$ cat config.mk
export PLATFORM = sky130hd
export DESIGN_NAME = regfile_wb_arbiter
export DESIGN_NICKNAME = d
export VERILOG_FILES = /design/src/rtl/regfile_wb_arbiter.sv
export SDC_FILE = /design/constraint.sdc
export NUM_CORES = 1
export LEC_CHECK = 0
export CAP_MARGIN = 20
export CORE_MARGIN = 2
export CORE_UTILIZATION = 37
export CTS_CLUSTER_DIAMETER = 150
export DETAILED_ROUTE_END_ITERATION = 8
export PLACE_DENSITY = 0.7
export SLEW_MARGIN = 10
export SYNTH_ARGS = -nofsm -noshare
export SYNTH_HDL_FRONTEND = slang
export SYNTH_SLANG_ARGS = --single-unit
$ cat constraint.sdc
create_clock -name CLK -period 3.4 [get_ports CLK]
set_input_delay 1.02 -clock CLK [delete_from_list [all_inputs] [get_ports CLK]]
set_output_delay 1.02 -clock CLK [all_outputs]
set_load 0.01 [all_outputs]
$ cat src/rtl/regfile_wb_arbiter.sv
// Write-port front end for the 32x32 register file: merges pipeline writeback with a buffered
// long-latency result FIFO and publishes a pending-write mask. Optional lookup: WB_FORWARD_EN.
module regfile_wb_arbiter #(
    parameter int DEPTH      = 4,
    parameter int MAX_STARVE = 3
) (
    input  logic        CLK,
    input  logic        RESET_N,
    input  logic        WB_VALID,
    input  logic [4:0]  WB_A,
    input  logic [31:0] WB_D,
    input  logic        LL_VALID,
    output logic        LL_READY,
    input  logic [4:0]  LL_A,
    input  logic [31:0] LL_D,
    output logic [4:0]  A3,
    output logic [31:0] WD3,
    output logic        WE3,
    output logic [31:0] PENDING,
    output logic        STALL_REQ
`ifdef WB_FORWARD_EN
    ,
    input  logic [4:0]  FWD_A,
    output logic        FWD_HIT,
    output logic [31:0] FWD_DATA
`endif
);
    localparam int PW = $clog2(DEPTH);
    localparam int CW = $clog2(DEPTH + 1);
    localparam logic [CW-1:0] FULL_CNT   = CW'(DEPTH);
    localparam logic [3:0]    STARVE_MAX = 4'(MAX_STARVE);

    logic [4:0]    mem_a_q [DEPTH];
    logic [4:0]    mem_a_d [DEPTH];
    logic [31:0]   mem_d_q [DEPTH];
    logic [31:0]   mem_d_d [DEPTH];
    logic [PW-1:0] wr_ptr_q, wr_ptr_d, rd_ptr_q, rd_ptr_d;
    logic [CW-1:0] count_q, count_d;
    logic [3:0]    starve_q, starve_d;
    logic          empty, full, push, pop, sel_valid;

    // LL handshake: a result transfers on the posedge where LL_VALID && LL_READY; LL_READY is
    // !full (gated by reset) and never depends on a pop in the same cycle.
    assign empty     = (count_q == '0);
    assign full      = (count_q == FULL_CNT);
    assign LL_READY  = RESET_N && !full;
    assign push      = LL_VALID && LL_READY;
    assign pop       = RESET_N && !WB_VALID && !empty;
    assign STALL_REQ = RESET_N && (starve_q == STARVE_MAX);

    // Pipeline writeback always wins; the FIFO head only drives the port in idle WB slots.
    always_comb begin
        sel_valid = 1'b0;
        A3        = '0;
        WD3       = '0;
        if (RESET_N) begin
            if (WB_VALID) begin
                sel_valid = 1'b1;
                A3        = WB_A;
                WD3       = WB_D;
            end else if (!empty) begin
                sel_valid = 1'b1;
                A3        = mem_a_q[rd_ptr_q];
                WD3       = mem_d_q[rd_ptr_q];
            end
        end
        WE3 = sel_valid && (A3 != 5'd0);
    end

    always_comb begin
        logic [PW-1:0] off;
        off     = '0;
        PENDING = '0;
        for (int i = 0; i < DEPTH; i++) begin
            off = PW'(i) - rd_ptr_q;
            if (RESET_N && (CW'(off) < count_q))
                PENDING[mem_a_q[i]] = 1'b1;
        end
        PENDING[0] = 1'b0;
    end

`ifdef WB_FORWARD_EN
    // Scan oldest to youngest so the last match (youngest) supplies the data.
    always_comb begin
        logic [PW-1:0] fidx;
        fidx     = '0;
        FWD_HIT  = 1'b0;
        FWD_DATA = '0;
        for (int k = 0; k < DEPTH; k++) begin
            fidx = rd_ptr_q + PW'(k);
            if (RESET_N && (FWD_A != 5'd0) && (CW'(k) < count_q) && (mem_a_q[fidx] == FWD_A)) begin
                FWD_HIT  = 1'b1;
                FWD_DATA = mem_d_q[fidx];
            end
        end
    end
`endif

    always_comb begin
        mem_a_d  = mem_a_q;
        mem_d_d  = mem_d_q;
        wr_ptr_d = wr_ptr_q;
        rd_ptr_d = rd_ptr_q;
        count_d  = count_q;
        starve_d = starve_q;
        if (push) begin
            mem_a_d[wr_ptr_q] = LL_A;
            mem_d_d[wr_ptr_q] = LL_D;
            wr_ptr_d          = wr_ptr_q + PW'(1);
        end
        if (pop)
            rd_ptr_d = rd_ptr_q + PW'(1);
        if (push && !pop)
            count_d = count_q + CW'(1);
        else if (pop && !push)
            count_d = count_q - CW'(1);
        if (empty || pop)
            starve_d = '0;
        else if (WB_VALID && (starve_q != STARVE_MAX))
            starve_d = starve_q + 4'd1;
    end

    always_ff @(posedge CLK) begin
        if (!RESET_N) begin
            wr_ptr_q <= '0;
            rd_ptr_q <= '0;
            count_q  <= '0;
            starve_q <= '0;
        end else begin
            wr_ptr_q <= wr_ptr_d;
            rd_ptr_q <= rd_ptr_d;
            count_q  <= count_d;
            starve_q <= starve_d;
        end
    end

    // Storage needs no reset: entries are only visible through count_q.
    always_ff @(posedge CLK) begin
        mem_a_q <= mem_a_d;
        mem_d_q <= mem_d_d;
    end

endmodule

Yosys cells after proc, flatten, opt, wreduce, memory -nomap -nowiden
Index checks and enable logic that the tools add are counted.
{"block": "classes", "n_addsub": 9, "mul": 0, "div": 0, "magnitude_cmp": 15, "eq_ne": 3, "shifts": 0, "muxes": 35, "bitwise": 6, "reduce_logical": 28}
{"cell": "32-bit two-way mux", "n": 10}
{"cell": "128-bit bitwise mux", "n": 1}
{"cell": "32-bit bitwise OR", "n": 3}
{"cell": "32-bit binary-select mux with 2-bit select", "n": 1}
{"cell": "32-bit demux with 2-bit select", "n": 1}
{"cell": "5-bit two-way mux", "n": 6}
{"cell": "5-bit by 6-bit < comparator with 1-bit output (second input constant)", "n": 4}
{"cell": "20-bit bitwise mux", "n": 1}
{"cell": "1-bit demux with 5-bit select", "n": 4}
{"cell": "5-bit by 1-bit >= comparator with 1-bit output (second input constant)", "n": 4}
{"cell": "1-bit logical AND", "n": 18}
{"cell": "2-bit by 3-bit < comparator with 1-bit output", "n": 4}
{"cell": "5-bit binary-select mux with 2-bit select", "n": 1}
{"cell": "5-bit demux with 2-bit select", "n": 1}
{"cell": "1-bit two-way mux", "n": 7}
{"cell": "3-bit >= comparator (second input constant)", "n": 2}
{"cell": "3-bit two-way mux", "n": 2}
{"cell": "2-bit inverter with 3-bit output", "n": 2}
{"cell": "1-bit logical NOT", "n": 5}
{"cell": "5-bit nonzero test", "n": 1}
{"cell": "2-bit by 1-bit adder with 2-bit output (second input constant)", "n": 2}
{"cell": "4-bit by 1-bit adder with 4-bit output (second input constant)", "n": 1}
{"cell": "4-bit by 2-bit == test with 1-bit output (second input constant)", "n": 1}
{"cell": "4-bit by 2-bit inequality test with 1-bit output (second input constant)", "n": 1}
{"cell": "other kinds (11)", "n": 13}
{"block": "totals", "ff_bits": 159, "latchBits": 0, "ram_bits": 0, "mem_bits_ro": 0, "inputBits": 78, "n_memories": 0}

Longest topological paths before layout
Gate-level depths: netlist of the first run.
{"block": "logic_depth", "ltp_word": 11, "ltp_mapped": 11, "ltp_nobuf": 9}

Least setup slack after synthesis of the first run
OpenSTA, ideal clock, no wires.
{"block": "synth_timing", "path_type": "register -> output", "startpoint": "register rd_ptr_q[1]", "endpoint": "output port PENDING[22]", "arrival_time_ns": 2.196, "required_time_ns": 2.380, "path_slack_ns": 0.184, "path_stages_with_launch": 10, "n_path_buf": 2, "cell_sequence": "dfxtp_1 -> buf_2 -> buf_2 -> inv_1 -> ha_1 -> a21boi_2 -> o21a_4 -> nor4b_4 -> a22oi_1 -> nand3_1"}
{"block": "synth_between", "elab_chain_len": 10}
{"item": "start, declared", "line_no": "37", "source": "logic [PW-1:0] wr_ptr_q, wr_ptr_d, rd_ptr_q, rd_ptr_d;"}
{"item": "start signal, assigned", "line_no": "131", "source": "rd_ptr_q <= rd_ptr_d;"}
{"item": "1-bit by 2-bit subtractor with 2-bit output", "line_no": "75", "source": "off = PW'(i) - rd_ptr_q;"}
{"item": "2-bit by 3-bit < comparator with 1-bit output", "line_no": "76", "source": "if (RESET_N && (CW'(off) < count_q))"}
{"item": "1-bit logical AND", "line_no": "76"}
{"item": "32-bit two-way mux", "line_no": "76"}
{"item": "32-bit bitwise OR (no line)"}
{"item": "32-bit two-way mux", "line_no": "76"}
{"item": "32-bit bitwise OR (no line)"}
{"item": "32-bit two-way mux", "line_no": "76"}
{"item": "32-bit bitwise OR (no line)"}
{"item": "32-bit two-way mux *", "line_no": "76"}
{"item": "end, declared", "line_no": "19", "source": "output logic [31:0] PENDING,"}
Mark *: on every way between the ends. The rest lies on a longest branch, timed or not.

Final worst setup path of the first run
{"block": "layout_timing", "startpoint": "register rd_ptr_q[0]", "endpoint": "output port PENDING[14]"}
The elaborated chain is that of the path after synthesis.

==> qor.yml, run 1 <==
rr_endpoint: "count_q[2]"
synth_edf_count: 148
yosys_warnings: 0
synth_seq_area_share: 0.604
portBuffers: 148
final_area_mm2: 0.0110
core_mm2: 0.0204
hold_viol_final: 0
die_x_um: 148
grt_max_degree: 30
syn-mean-instance-area_um2: 14.9
finClkSkew_ns: 0.0107
grt_pass1_vias: 5988
cts-root-buf: "clkbuf_16"
dp_slack_ns: -0.752
io_pins: 150
powerDensity_mw_per_mm2: 589
hpwl_mm: 14.8
detail_route.wl_per_cell_um: 20.9
cts_buffer_depth: 2
tns_ns: -0.195
worst_slack_ns: -0.0507
ff2ff_path_depth: 11
crit_fanout: 4
leakagePower_nw: 4.08
reg2reg_from: "count_q[0]"
die_h_um: 148
r2r_slack_ns: 0.73
vdd_drop_max_mv: 0.313
arrival_ns: 2.43
cts-buffers-inserted: 17
num_vias: 5675
critPathLaunch: "rd_ptr_q[0]"
worst_slew_pin_slew_ns: 0.541
required_ns: 2.38
synth-async-reset-ratio: 0
clk_latency_ns: 0.41
nets: 844
drive_gt1_frac: 0.345
cp_slowest_cell: "dfxtp_4"
placed_cell_area_mm2: 0.00997
hp-class: "register to register"
min_to: "starve_q[2]"
grt_usage: 0.202
hold_depth: 2
slew_viol_final: 0
ant_nets: 0
htreeDepth: 4
hp-start: "starve_q[2]"
power_w: 0.00650
synth_top_area_share: 0.576
status: "complete, but fails checks"
dieArea_mm2: 0.0220
slew-limit-headroom: 0.637
rsz0062_at_grt: "yes"
gr-total-overflow: 0
violations: "negative setup slack"
diodes: 0
ys.flop_type: "edfxtp_1"
place.gp.congestion: 0.867
drc_errors: 0
synth_cell_types: 57
synth_nets: 608
wirelength_mm: 21.7
layout_min_cycle_time_ns: 3.45
cts_tree: "built"
syn-cell-area_mm2: 0.00772
cp_cell_sequence: "xnor2_2 -> inv_2 -> ha_4 -> a21oi_4 -> buf_12 -> o2111a_2 -> buf_6 -> a22oi_1 -> o211ai_1 -> buf_2"
critical_path.top_delay_family: "compound AO/OA/AOI/OAI gates"
fillers: 1681
grt_first_pass_wirelength_mm: 33.5
drv_cap: 0
vias_per_cell: 5.47
slowest_delay_ns: 0.35
antenna_found_initial: 1
setup_viol: 8
start_util: 0.379
fmax_mhz: 290
crit_type: "register to output pin"
startpoint_type: "register"
area_growth_pct: 42.9
end_kind: "output pin"
drt_iter0_markers: 313
num_rows: 52
ys_ff_latch: 159
ctsHoldBuffers: 0
clk_pin_slew_ns: 0.06
ys_top_cells_by_area: "edfxtp_1 (58%), mux4_2 (11%), a22o_1 (4.2%), dfxtp_1 (2.9%), a221o_1 (1.9%)"
critPathBufInv: 4
firstDrtPassIters: 4
period_share: 1.01
syn_inst: 519
clock-sinks: 159
synth_top_cell_by_area: "edfxtp_1"
-- cell usage in the layout (no fill, tap or decap), types with 5 or more instances in the layout --
master             n
a21oi_1            5
a221o_1           15
a22o_1            37
a22oi_1            6
a22oi_2            6
buf_12            12
buf_2             22
buf_4             66
buf_6             27
clkbuf_16         17
clkbuf_2           6
clkdlybuf4s50_1   77
dfxtp_1            8
dlygate4sd2_1     34
edfxtp_1         148
ha_1               8
inv_1             20
mux4_2            37
nand2_1           25
nand3_1           16
nor2_1            22
nor3_1             6
nor3b_1            6
o211ai_1           7
o22ai_1           11
-- worst register-to-register path, delay by kind of cell, from the launching register on --
kind                       cells  cell delay [ns]
DFF                            1             0.42
xor gates and xnor gates       1             0.15
AOI/OAI and AO/OA              1             0.15
and+or+nand+nor                3             0.90
buffers and inverters          4             0.41
adders and majority gates      2             0.55
-- per-stage QoR --
step | hold slack (ns) | cells | util
final | 0.488 | 1038 | 0.542
after detailed placement | 0.477 | 967 | 0.490
after global placement | 0.462 | 967 | 0.490
after CTS | 0.487 | 1027 | 0.532
after floorplan | 0.452 | 519 | -
after global routing | 0.509 | 1038 | 0.542
-- layer usage --
layer,GRT usage,share of wire,vias to the layer above
li1,-,-,2573
met3,0.0454,0.063,40
met4,0.0724,0.022,2
met2,0.346,0.51,212
met5,0,0.00060,-
met1,0.253,0.41,2848
-- report_power, final --
| group | total [W] | leakage (nW) | internal [W] | switching, W |
|---|---|---|---|---|
| sequential | 0.00234 | 1.43 | 0.00227 | 0.0000753 |
| combinational | 0.00236 | 2.38 | 0.00124 | 0.00111 |
| clock | 0.00180 | 0.270 | 0.00107 | 0.000729 |
| total | 0.00650 | 4.08 | 0.00458 | 0.00192 |
-- flip-flops by register name, summed over array words and instances, names as in the netlist --
signal / flops
count_q: 3
mem_a_q: 20
mem_d_q: 128
rd_ptr_q: 2
starve_q: 4
wr_ptr_q: 2
-- how the worst max path moves through the flow --
stage / to / depth (start not counted)
detailed placement: PENDING[24] / 8
global placement: PENDING[20] / 8
CTS: PENDING[24] / 10
floorplan: PENDING[22] / 9
global route: PENDING[14] / 11
finish: PENDING[14] / 10
-- cells in the mapped netlist (all sizes together) (2+ instances only) --
library cell and n:
and2 5, nand2b 7, nand4b 3, o2111ai 3, o22a 4, o21a 2
nand3b 4, inv 24, nand2 26, or3b 3, nand4 2, and3 8
nor3 10, nor2 22, dfxtp 11, ha 10, clkbuf 16, nor4b 2
mux2i 2, or2 2, a21oi 7, nand3 18, and3b 3, or3 3
a22o 37, nor3b 8, xnor2 4, a22oi 12, mux4 37, o211ai 7
o21ai 5, edfxtp 148, buf 19, nor4 2, xor2 4, o22ai 16
a221o 15
-- layout make-up --
cell class                      instances  area [um2]  area share
Sequential cell                       159        4670       0.424
Multi-Input combinational cell        301        3010       0.273
Timing Repair Buffer                  252        2340       0.212
Clock buffer                           17         425      0.0386
Tap cell                              270         338      0.0306
Clock inverter                         15         144      0.0130
Inverter                               24        97.6     0.00884
-- cell families after synthesis --
kind of cell | after synthesis | share of synthesized area
flip-flops | 159 | 0.604
AND/OR/NAND/NOR | 128 | 0.0987
AO/OA/AOI/OAI | 114 | 0.122
buffers and inverters | 59 | 0.0360
multiplexers | 39 | 0.111
adder cells (fa/ha/maj) | 11 | 0.0188
XOR/XNOR | 8 | 0.00907
other | 1 | 0.000486
-- repair_timing --
item | CTS | global route
gates resized for setup | 209 | 46
pin swaps | 19 | 17
buffers inserted | 26 | 13
cloned | 2 | 0
endpoints found under the setup margin | 71 | 43
Note: power is estimated with default switching activity, not from simulation.
==> run 2: changes to the inputs <==
- CTS_BUF_LIST: unset -> sky130_fd_sc_hd__clkbuf_4
- RECOVER_POWER: unset -> 25
- TNS_END_PERCENT: unset -> 20
==> qor.yml, run 2 (synthesis results as in run 1) <==
worst_slack_ns: -0.172
cts_tree: "built"
worst_slew_pin_slew_ns: 0.580
dieArea_mm2: 0.0220
cp_cell_sequence: "inv_2 -> ha_4 -> a21boi_2 -> o21a_4 -> buf_6 -> nor4b_4 -> buf_6 -> a22oi_2 -> nand3_1 -> buf_2"
die_h_um: 148
top_register: "mem_d_q"
period_share: 1.05
grt_pass1_vias: 5870
drc_errors: 0
nets: 839
hpwl_mm: 14.8
htreeDepth: 4
mostFrequentLayoutCell: "edfxtp_1"
ant_nets: 0
finClkSkew_ns: 0.0218
placed_cell_area_mm2: 0.00997
largest_reg_flops: 128
violations: "negative setup slack"
reg_top3: "mem_d_q: 128 flops, mem_a_q: 20 flops, starve_q: 4 flops"
final_cell_mix: "edfxtp_1 (148), buf_4 (75), clkdlybuf4s50_1 (53)"
hp-class: "register to register"
setup_viol: 29
intPower_w: 0.00390
die_x_um: 148
grt_first_pass_wirelength_mm: 32.8
crit_fanout: 8
leakagePower_nw: 3.85
met1Wirelength_mm: 8.99
core_mm2: 0.0204
regArea_mm2: 0.00467
power_w: 0.00573
clk_latency_ns: 0.55
powerDensity_mw_per_mm2: 544
met3WireLength_mm: 1.29
hold_viol_final: 0
firstDrtPassIters: 5
cp_slowest_cell: "dfxtp_4"
detail_route.wl_per_cell_um: 20.8
startpoint_type: "register"
slew-limit-headroom: 0.613
drive_gt1_frac: 0.389
swShare: 0.320
portBuffers: 148
vdd_drop_max_mv: 0.400
num_rows: 52
layout_min_cycle_time_ns: 3.57
place.gp.congestion: 0.867
fillers: 1717
start_util: 0.379
p_switching_w: 0.00183
tns_ns: -2.70
vias_per_cell: 5.46
highest_layer: "met5"
num_vias: 5656
wirelength_mm: 21.6
fmax_mhz: 280
grt_usage: 0.198
area_growth_pct: 36.4
slowest_delay_ns: 0.40
antenna_found_initial: 4
drv_cap: 0
clkPwrFrac: 0.188
dpl.cell_count: 967
status: "complete, but fails checks"
required_ns: 2.38
clock-sinks: 159
io_pins: 150
clk_pin_slew_ns: 0.13
final_area_mm2: 0.0105
end_kind: "output pin"
slew_viol_final: 0
arrival_ns: 2.55
rsz0062_at_grt: "yes"
drt_iter0_markers: 336
gr-total-overflow: 0
crit_type: "register to output pin"
sequentialPowerShare: 0.409
cts-buffers-inserted: 17
multiInputGateArea_mm2: 0.00300
wl_met2_mm: 10.8
finalNonFillerCells: 1036
power_frac_comb: 0.403
cts_buffer_depth: 2
grt_max_degree: 30
cp_common_cell: "buf_6"
cts-root-buf: "clkbuf_4"
-- run 2: cell count changes in the layout (fill, tap and decap cells not counted), moves of 3 or more --
cell             before  now
diode_2               0    3
clkdlybuf4s15_2       4    1
dlygate4sd3_1         0   23
dlygate4sd2_1        34    1
clkbuf_16            17    0
clkbuf_4              0   17
buf_2                22   30
clkbuf_2              6   31
clkdlybuf4s50_1      77   53
buf_4                66   75
buf_6                27   14
-- run 2: per-stage QoR --
stage | util | setup WS (ns) | hold WS (ns)
after floorplan | - | 0.184 | 0.452
after global placement | 0.490 | -0.730 | 0.462
after detailed placement | 0.490 | -0.752 | 0.477
after CTS | 0.512 | -0.363 | 0.496
after global routing | 0.517 | -0.298 | 0.519
final | 0.517 | -0.172 | 0.499
-- run 2: worst paths after layout --
| check | depth (start not counted) | endpoint | slack, ns | startpoint |
|---|---|---|---|---|
| worst max-delay path | 10 | PENDING[22] | -0.17 | rd_ptr_q[1] |
| worst min-delay path | 2 | starve_q[2] | 0.50 | starve_q[2] |
| worst min register to register | 2 | starve_q[2] | 0.50 | starve_q[2] |
| worst max register to register | 10 | count_q[2] | 0.89 | count_q[0] |
-- run 2: timing repair --
item / 4_1_cts / 5_1_grt
pin swaps: 23 / 19
setup endpoints to repair: 71 / 66
resized for setup: 220 / 93
setup buffers: 18 / 15
gates cloned: 2 / 0
hold buffers: 0 / 0
-- run 2: worst max-delay path: cells and delay by family, from the launching register on --
kind / cells / cell delay (ns)
buffers and inverters: 4 / 0.51
AOI/OAI and AO/OA: 3 / 0.46
DFF: 1 / 0.40
and+or+nand+nor: 2 / 0.39
adders and majority gates: 1 / 0.23
-- run 2: area by class of cell --
class	instances	share of cell area
Inverter	24	0.00879
Timing Repair Buffer	247	0.204
Tap cell	270	0.0321
Clock buffer	17	0.0121
Clock inverter	15	0.0137
Sequential cell	159	0.444
Antenna cell	3	0.000713
Multi-Input combinational cell	301	0.285
-- run 2: layer usage --
| metal | vias to the layer above | track usage |
|---|---|---|
| met5 | - | 0 |
| met4 | 2 | 0.0638 |
| met3 | 40 | 0.0448 |
| met2 | 222 | 0.334 |
| met1 | 2825 | 0.253 |
| li1 | 2567 | - |
-- run 2: power by group through the flow --
stage                     clock network, W  logic [W]  registers (W)
after floorplan                          0    0.00119        0.00235
after global placement                   0    0.00192        0.00236
after detailed placement                 0    0.00195        0.00237
after CTS                          0.00111    0.00219        0.00234
after global routing               0.00118    0.00247        0.00236
final                              0.00107    0.00231        0.00235
==> variant, RTL diff (config.mk and constraints of run 1) <==
Add a define of `WB_FORWARD_EN`.
--- a/src/rtl/regfile_wb_arbiter.sv
+++ b/src/rtl/regfile_wb_arbiter.sv
@@ -2,2 +2,4 @@
 // long-latency result FIFO and publishes a pending-write mask. Optional lookup: WB_FORWARD_EN.
+`define WB_FORWARD_EN
+
 module regfile_wb_arbiter #(
Ports: changed (added FWD_A, FWD_DATA and FWD_HIT); port bits go from 150 to 188. The function was not compared with the original's and may differ.
==> variant against run 1 <==
  * The run still ends with setup timing left
  * Cell area up 83%
  * Power up 65%
  * Clock skew shrank 0.0028 ns
  * Routed wire length grew 140%
  * Sequential cell count stayed put
  * Hold slack better by 0.035 ns
  * Fmax fell by 20%
  * Synthesized cell count rose by 110%
  * Sequential share of layout area decreased by 19 points
  * Global-route usage is 7.9 points higher
  * Setup slack got worse by 0.84 ns
  * Synthesized area increased by 51%
==> variant: results (changes against run 1) <==
status=finished with violations; failing checks=setup timing; first-pass GRT wire length=71.2 mm (+110%); Top Metal Used=met4; sequential share of the synthesized area=0.401 (-0.203); fin nets=1662 (+97%); Worst-Skew Late Latency=0.45 ns (+0.04 ns); syn_area_per_cell=10.5 µm² (-29%); hpwl dp=27.0 mm (+83%); wire length on met2=24.8 mm (+120%); placed cell area=0.0159 mm² (+59%); Lkg Pwr=7.19 nW (+76%); share of cells above drive strength 1=0.534 (+0.189); GRT met1 Usage=0.351 (+0.0982); final WL=53.1 mm (+140%); Routed wire per std cell=26.9 µm (+28%); Yosys cell types=56 (-1.8%); Rel. slew slack=0.358 (-0.279); post-synthesis net count=1206 (+98%); vias in the first global route=12400 (+110%); Pre-Repair DR Iteration Count=6 (+2); largest reg by FF count=mem_d_q; # setup viols final=81 (+73); placed cells=1784 (+84%); met3 global-route usage=0.0558 (+0.0104); GPL Wtd Cong=0.902 (+4.0%); initial antenna violation count=2 (+1); Tot GR Track Use=0.281 (+0.0786); M1 WL=19.0 mm (+120%); Resized cells post-CTS=698 (+230%); CP max stage cell=mux4_2; pin count of the biggest net entering global routing=101 (+240%); Max FO, Critical Path=11 (+7); final setup TNS=-38.26 ns (-38.06 ns); final worst slack=-0.892 ns (-0.841 ns); Worst path top cell family by delay=buffers and inverters; largest cells by area after synthesis=edfxtp_1 38%, mux2i_1 12%, mux4_2 7.0%; DR iter-0 viols=1634 (+420%); WL met3=5.80 mm (+330%); Post-CTS Setup Inserts=129 (+400%)
-- variant: power by group --
part / switching (mW) / leakage, nW / internal [mW] / total [mW]
registers: 0.0840 / 1.44 / 2.25 / 2.33
logic: 3.00 / 5.46 / 3.31 / 6.31
clock network: 0.903 / 0.299 / 1.18 / 2.08
-- variant: area by class of cell --
cell class / instances / area [µm²]
inverters: 14 / 60.1
diodes: 2 / 5.00
clock inverters: 15 / 195
well taps: 396 / 495
repair buffers: 547 / 5670
multi-input cells: 826 / 8620
flip-flops and latches: 159 / 4670
fillers: 2032 / 10600
clock buffers: 17 / 425
-- variant: worst reg2reg max path, delay by kind of cell (launching register included) --
kind | cells | cell delay [ns]
buffers and inverters | 5 | 0.62
adders and majority gates | 2 | 0.49
AOI/OAI and AO/OA | 2 | 0.42
DFF | 1 | 0.35
and+or+nand+nor | 2 | 0.36
-- variant: path summary, 6_finish.rpt --
path / cells after the start / slack (ns) / end / start
worst max-delay path: 10 / -0.89 / FWD_DATA[16] / mem_a_q[6]$_DFFE_PP_
worst min-delay path: 2 / 0.52 / starve_q[2]$_SDFFE_PP0P_ / starve_q[2]$_SDFFE_PP0P_
worst max register to register: 11 / 1.11 / count_q[1]$_SDFFE_PN0P_ / count_q[1]$_SDFFE_PN0P_
worst min register to register: 2 / 0.52 / starve_q[2]$_SDFFE_PP0P_ / starve_q[2]$_SDFFE_PP0P_
-- variant: logic make-up (layout without fill, tap and decap cells) --
logic type	count (synthesis)	after routing	share of synthesized area
adder cells (fa/ha/maj)	14	14	0.0151
AND/OR/NAND/NOR	351	352	0.155
XOR/XNOR	27	27	0.0210
flip-flops	159	159	0.401
other	1	3	0.000322
AO/OA/AOI/OAI	225	225	0.139
multiplexers	207	207	0.220
buffers and inverters	125	593	0.0486
